### src/rtl/demux_1to2_stream_if.sv
// Stream bundle for the 1-to-2 demultiplexer: one producer port, two consumer channels.
// The master side drives producer data and consumer ready; the slave side is the demux.
interface demux_1to2_stream_if #(
    parameter int DATA_W = 8,
    parameter int CNT_W  = 8
);
    logic [DATA_W-1:0] in_data;
    logic              in_sel;
    logic              in_valid;
    logic              in_ready;

    logic [DATA_W-1:0] a_data;
    logic              a_valid;
    logic              a_ready;

    logic [DATA_W-1:0] b_data;
    logic              b_valid;
    logic              b_ready;

    logic [CNT_W-1:0]  a_cnt;
    logic [CNT_W-1:0]  b_cnt;

    modport master (
        output in_data, in_sel, in_valid, a_ready, b_ready,
        input  in_ready, a_data, a_valid, b_data, b_valid, a_cnt, b_cnt
    );

    modport slave (
        input  in_data, in_sel, in_valid, a_ready, b_ready,
        output in_ready, a_data, a_valid, b_data, b_valid, a_cnt, b_cnt
    );
endinterface

### src/rtl/demux_1to2_stream.sv
// Registered 1-to-2 stream demux: each word goes to channel A (sel=0) or B (sel=1),
// each channel a one-word register with valid/ready. Macro DEMUX_CNT_EN adds drain counters.
module demux_1to2_stream #(
    parameter int DATA_W = 8,
    parameter int CNT_W  = 8
) (
    input logic                 clk,
    input logic                 reset,
    demux_1to2_stream_if.slave  bus
);

    logic [DATA_W-1:0] a_data_q, a_data_d;
    logic [DATA_W-1:0] b_data_q, b_data_d;
    logic              a_valid_q, a_valid_d;
    logic              b_valid_q, b_valid_d;

    logic free_a, free_b;
    logic in_ready;
    logic load_a, load_b;
    logic drain_a, drain_b;

    // A channel is free when empty or when its word leaves this cycle, so a full
    // channel can refill on the same edge it drains.
    always_comb begin
        // NOTE: every always_comb output gets a default first so no path can infer a latch.
        free_a    = !a_valid_q || bus.a_ready;
        free_b    = !b_valid_q || bus.b_ready;
        in_ready  = bus.in_sel ? free_b : free_a;
        load_a    = bus.in_valid && in_ready && !bus.in_sel;
        load_b    = bus.in_valid && in_ready &&  bus.in_sel;
        drain_a   = a_valid_q && bus.a_ready;
        drain_b   = b_valid_q && bus.b_ready;

        a_valid_d = a_valid_q;
        a_data_d  = a_data_q;
        b_valid_d = b_valid_q;
        b_data_d  = b_data_q;

        if (drain_a) a_valid_d = 1'b0;
        if (load_a) begin
            a_valid_d = 1'b1;
            a_data_d  = bus.in_data;
        end

        if (drain_b) b_valid_d = 1'b0;
        if (load_b) begin
            b_valid_d = 1'b1;
            b_data_d  = bus.in_data;
        end
    end

    always_ff @(posedge clk) begin
        // NOTE: state updates use non-blocking assignments so every flop samples pre-edge values.
        if (reset) begin
            a_valid_q <= 1'b0;
            b_valid_q <= 1'b0;
            a_data_q  <= '0;
            b_data_q  <= '0;
        end else begin
            a_valid_q <= a_valid_d;
            b_valid_q <= b_valid_d;
            a_data_q  <= a_data_d;
            b_data_q  <= b_data_d;
        end
    end

    assign bus.in_ready = in_ready;
    assign bus.a_data   = a_data_q;
    assign bus.a_valid  = a_valid_q;
    assign bus.b_data   = b_data_q;
    assign bus.b_valid  = b_valid_q;

`ifdef DEMUX_CNT_EN
    logic [CNT_W-1:0] a_cnt_q, a_cnt_d;
    logic [CNT_W-1:0] b_cnt_q, b_cnt_d;

    // Counters wrap naturally at all-ones.
    always_comb begin
        a_cnt_d = a_cnt_q;
        b_cnt_d = b_cnt_q;
        if (drain_a) a_cnt_d = a_cnt_q + 1'b1;
        if (drain_b) b_cnt_d = b_cnt_q + 1'b1;
    end

    always_ff @(posedge clk) begin
        if (reset) begin
            a_cnt_q <= '0;
            b_cnt_q <= '0;
        end else begin
            a_cnt_q <= a_cnt_d;
            b_cnt_q <= b_cnt_d;
        end
    end

    assign bus.a_cnt = a_cnt_q;
    assign bus.b_cnt = b_cnt_q;
`else
    assign bus.a_cnt = '0;
    assign bus.b_cnt = '0;
`endif

endmodule

### src/flat_wrapper.sv
// flat-port wrapper written by rule: the top's interface ports become plain ports
module demux_1to2_stream_flat 
#(
    parameter int DATA_W = 8,
    parameter int CNT_W  = 8
)
  (clk, reset, bus_in_data, bus_in_sel, bus_in_valid, bus_a_ready, bus_b_ready, bus_in_ready, bus_a_data, bus_a_valid, bus_b_data, bus_b_valid, bus_a_cnt, bus_b_cnt);
  demux_1to2_stream_if #(.DATA_W(DATA_W), .CNT_W(CNT_W)) bus_i ();
  input logic clk;
  input logic reset;
  input wire logic [$bits(bus_i.in_data)-1:0] bus_in_data;
  input wire logic [$bits(bus_i.in_sel)-1:0] bus_in_sel;
  input wire logic [$bits(bus_i.in_valid)-1:0] bus_in_valid;
  input wire logic [$bits(bus_i.a_ready)-1:0] bus_a_ready;
  input wire logic [$bits(bus_i.b_ready)-1:0] bus_b_ready;
  output wire logic [$bits(bus_i.in_ready)-1:0] bus_in_ready;
  output wire logic [$bits(bus_i.a_data)-1:0] bus_a_data;
  output wire logic [$bits(bus_i.a_valid)-1:0] bus_a_valid;
  output wire logic [$bits(bus_i.b_data)-1:0] bus_b_data;
  output wire logic [$bits(bus_i.b_valid)-1:0] bus_b_valid;
  output wire logic [$bits(bus_i.a_cnt)-1:0] bus_a_cnt;
  output wire logic [$bits(bus_i.b_cnt)-1:0] bus_b_cnt;
  assign bus_i.in_data = bus_in_data;
  assign bus_i.in_sel = bus_in_sel;
  assign bus_i.in_valid = bus_in_valid;
  assign bus_i.a_ready = bus_a_ready;
  assign bus_i.b_ready = bus_b_ready;
  assign bus_in_ready = bus_i.in_ready;
  assign bus_a_data = bus_i.a_data;
  assign bus_a_valid = bus_i.a_valid;
  assign bus_b_data = bus_i.b_data;
  assign bus_b_valid = bus_i.b_valid;
  assign bus_a_cnt = bus_i.a_cnt;
  assign bus_b_cnt = bus_i.b_cnt;
  demux_1to2_stream #(.DATA_W(DATA_W), .CNT_W(CNT_W)) u_core (.clk(clk), .reset(reset), .bus(bus_i));
endmodule
### config.mk
export PLATFORM = sky130hd
export DESIGN_NAME = demux_1to2_stream_flat
export DESIGN_NICKNAME = d
export VERILOG_FILES = /design/src/rtl/demux_1to2_stream_if.sv /design/src/rtl/demux_1to2_stream.sv /design/src/flat_wrapper.sv
export SDC_FILE = /design/constraint.sdc
export NUM_CORES = 1
export LEC_CHECK = 0
export ABC_AREA = 1
export CAP_MARGIN = 30
export CORE_MARGIN = 4
export CORE_UTILIZATION = 41
export DETAILED_ROUTE_END_ITERATION = 7
export GPL_TIMING_DRIVEN = 1
export PLACE_DENSITY = 0.81
export SYNTH_ARGS = -nofsm -noshare
export SYNTH_HDL_FRONTEND = slang
export SYNTH_SLANG_ARGS = --single-unit
### constraint.sdc
create_clock -name clk -period 1.1 [get_ports clk]
set_clock_uncertainty 0.1 [all_clocks]
set_input_delay 0.165 -clock clk [delete_from_list [all_inputs] [get_ports clk]]
set_output_delay 0.165 -clock clk [all_outputs]
set_load 0.005 [all_outputs]
# After elaboration in Yosys (flattened, before gate mapping)
# Index checks and enable logic that the tools add are counted.
[word_totals]
reg_bits = 18
out_inout_bits = 35
word_cells = 21
[classes]
muxes = 5
n_reduce_logical = 12
[op_table]
columns = ["op", "n"]
rows = [
  ["$logic_and A1 B1 Y1", 5],
  ["$mux W1", 5],
  ["$reduce_bool A2 Y1", 2],
  ["$logic_not A1 Y1", 3],
  ["$logic_or A1 B1 Y1", 2],
]

# Logic depth before layout (Yosys ltp)
[logic_depth]
ltp_word = 6
depth_mapped = 6

# Worst setup path before layout
# No wires, ideal clock.
[synth_path]
path_type = "register to output"
startpoint = "register u_core.a_valid_q, in the netlist u_core.bus.a_valid"
endpoint = "output bus_in_ready"
arrival_time_ps = 772
t_required_ps = 835
path_slack_ps = 63
stages_incl_launch_ff = 5
cell_sequence = "dfxtp_1 nand2_1 buf_4 nor2_1 a31oi_1"
[synth_via]
elab_chain_cells = 3
[synth_lines]
columns = ["item", "line", "text"]
rows = [
  ["start, declared", "demux_1to2_stream.sv:14", "logic a_valid_q, a_valid_d;"],
  ["start signal, assigned", "demux_1to2_stream.sv:60", "a_valid_q <= a_valid_d;"],
  ["$logic_not A1 Y1", "demux_1to2_stream.sv:26", "free_a = !a_valid_q || bus.a_ready;"],
  ["$logic_or A1 B1 Y1", "demux_1to2_stream.sv:26", ""],
  ["$mux W1", "demux_1to2_stream.sv:28", "in_ready = bus.in_sel ? free_b : free_a;"],
  ["end, declared", "flat_wrapper.sv:16", "output wire logic [$bits(bus_i.in_ready)-1:0] bus_in_ready;"],
]
# No other way between the ends.

# Final worst setup path
[layout_path]
startpoint = "input bus_in_sel"
endpoint = "output bus_in_ready"
[layout_via]
elab_chain_cells = 1
[layout_lines]
columns = ["item", "line", "text"]
rows = [
  ["start, declared", "flat_wrapper.sv:12", "input wire logic [$bits(bus_i.in_sel)-1:0] bus_in_sel;"],
  ["$mux W1", "demux_1to2_stream.sv:28", ""],
]
# No other way between the ends.

==> results.txt <==
WL/cell: 10.06 um
Reg-to-reg startpoint: u_core.bus.b_valid
Mapped Area: 1070 um2
Nets: 218
CTS max path bufs: 2
Tmin final: 1.299 ns
Starting Density: 0.4318
Seq/Total Area, Yosys: 0.3368
Cells after Synth: 160
Clk pwr share: 0.265
Die Ht: 59.08 um
Status: complete, but fails checks
PnR worst setup slack: -0.1993 ns
Worst endpoint data arrival time: 1.03 ns
DIE WIDTH: 59.08 um
WP data required: 0.83 ns
Initial DRC count: 18
Post-Place Cells: 221
Worst path cell trace: clkdlybuf4s50_1 > nor2_2 > a31oi_1 > buf_2
Largest net degree at the start of global routing: 20
Power Density: 1036 nW/um2
Max VDD drop: 0.6554 mV
Clock Latency Late Sink: 0.29 ns
Setup crit start kind: primary input
Ant diodes: 0
Combinational fraction of design power: 0.256
First-pass GRT wire length: 3477 um
Vias: 983
Area post-placement: 1384 um2
CP max stage delay: 0.53 ns
Pre-antenna DRT Iters: 4
Layout area overhead: 36.96%
Final Slew Violations: 0
Failing checks: setup timing
Total track usage: 0.1318
Seq pwr share: 0.479
Max FO, Critical Path: 3
Antenna Violating Nets Remaining: 0
Total CTS buffers: 3
Syn_area_per_cell: 6.686 um2
Sw Pwr: 427.5 uW
CP Class: in -> out
Port bufs: 32
# setup viols final: 20
RePlAce Congestion: 0.7215
Endpoints failing hold: 0
MaxCap Viol Count: 0
Synthesis Warnings: 0
CP startpoint: bus_in_sel
Final Cycle Share: 1.181
Flops & latches, synth: 18
DRC viols: 0
Fill count: 243
Overflow left after global routing: 0
Via density: 4.219
Register area: 382.9 um2
Final core utilization: 0.5914
HPWL Detailed: 1560 um
Leak: 0.0008281 uW
WL final: 2344 um
Critical path's slowest cell: clkdlybuf4s50_1
Final Cell Area: 1465 um2
Vias in the first global route: 849
Unique cell type count in the Yosys netlist: 16
Area of the multi-input gates: 488.0 um2
WP buf/inv: 2
Sw Share: 0.2818
TritonCTS clock tree: built
Hold Path Origin: u_core.bus.a_data[6]
Layout cells sized above 1: 0.3892
Hold-fix buffers at CTS: 0
FMAX: 0.7696 GHz
Row cnt: 18
Non-Filler Instances: 233
Initial antenna violation count: 0
RSZ-0062 raised after global routing: true
Top Ports: 49
Worst-path clk slew: 0.10 ns
Number of H-tree levels: 1
CTS Sinks: 18
CTS Root Cell: clkbuf_4
Die area: 3490 um2
Hold/Removal Path Class: reg -> reg
Crit-path leading delay family: buffers and inverters
Pint: 1090 uW
CP endpoint kind: output port
Core area: 2477 um2
-- routing by layer --
| metal | GRT usage | part of all wire | vias to the layer above |
|---|---|---|---|
| met5 | 0 | 0 | - |
| met4 | 0.06796 | 0.011 | 0 |
| met3 | 0.03268 | 0.089 | 4 |
| met2 | 0.2192 | 0.48 | 33 |
| met1 | 0.1560 | 0.42 | 424 |
| li1 | - | - | 522 |
-- cells in the mapped netlist --
master / number / share of area
clkinv_1: 1 / 0.0035
nand3_4: 2 / 0.033
inv_4: 1 / 0.0059
inv_2: 1 / 0.0035
inv_1: 43 / 0.15
buf_2: 1 / 0.0047
nand2_4: 1 / 0.011
buf_6: 2 / 0.021
a31oi_1: 1 / 0.0059
dfxtp_1: 18 / 0.34
conb_1: 1 / 0.0035
nor2_1: 12 / 0.042
nand2_1: 37 / 0.13
buf_4: 18 / 0.13
nor2_2: 5 / 0.029
nand4_1: 16 / 0.094
-- power by group through the flow --
stage / clock [uW] / sequential, uW / combinational (uW)
after floorplan: 0 / 739 / 231
after global placement: 0 / 734 / 368
after detailed placement: 0 / 736 / 373
after CTS: 419 / 727 / 368
after global routing: 446 / 733 / 433
final: 403 / 727 / 388
-- worst min-delay path, stage by stage, from the launching register on --
cell and delay, ns:
dfxtp_2 0.33, inv_1 0.04, nand2_1 0.04, inv_1 0.04
nor2_1 0.03
-- worst paths after layout --
check	endpoint	slack, ns	cells past startpoint
worst max register to register	u_core.bus.b_data[6]	-0.03	7
worst min-delay path	u_core.bus.a_data[6]	0.41	4
worst min register to register	u_core.bus.a_data[6]	0.41	4
worst max-delay path	bus_in_ready	-0.20	4
-- final cells by class --
cell class / instances / share of cell area
Tap cell: 30 / 0.02562
Clock buffer: 4 / 0.02477
Multi-Input combinational cell: 92 / 0.3330
Sequential cell: 18 / 0.2613
Inverter: 46 / 0.1196
Timing Repair Buffer: 43 / 0.2357
-- registers in the layout, summed over array words and instances, names as in the netlist --
name / cells
u_core.bus.a_data: 8
u_core.bus.b_valid: 1
u_core.bus.a_valid: 1
u_core.bus.b_data: 8
-- layout by cell type, fill, tap and decap left out, types with 6 or more instances in the layout --
cell	n
inv_2	7
dfxtp_2	18
clkdlybuf4s50_1	12
nand2_1	29
nand2_2	8
inv_1	37
buf_2	14
conb_1	16
buf_4	7
nor2_2	6
nand4_1	16
nor2_1	11
-- stage by stage --
step	total power [uW]	setup TNS, ns	setup slack, ns	hold slack, ns
floorplan	969.5	0	0.06345	0.3003
global placement	1101	-6.275	-0.5744	0.3959
detailed placement	1109	-6.669	-0.5965	0.3966
CTS	1514	-0.8089	-0.1974	0.3972
global route	1612	-2.518	-0.2473	0.4379
finish	1517	-1.369	-0.1993	0.4095
-- logic make-up (layout without fill, tap and decap cells) --
logic type	count (synthesis)	after routing	synth area share
AOI/OAI and AO/OA	1	1	0.005852
buffers and inverters	67	93	0.3158
DFF	18	18	0.3368
other	1	16	0.003505
and+or+nand+nor	73	75	0.3380
-- timing repair --
action / CTS / global route
resized for setup: 91 / 19
endpoints found under the hold margin: 0 / 0
setup endpoints to repair: 35 / 25
cloned: 2 / 0
setup buffers: 3 / 3
pin swaps: 14 / 14
Power figures use the tool's default switching activity.
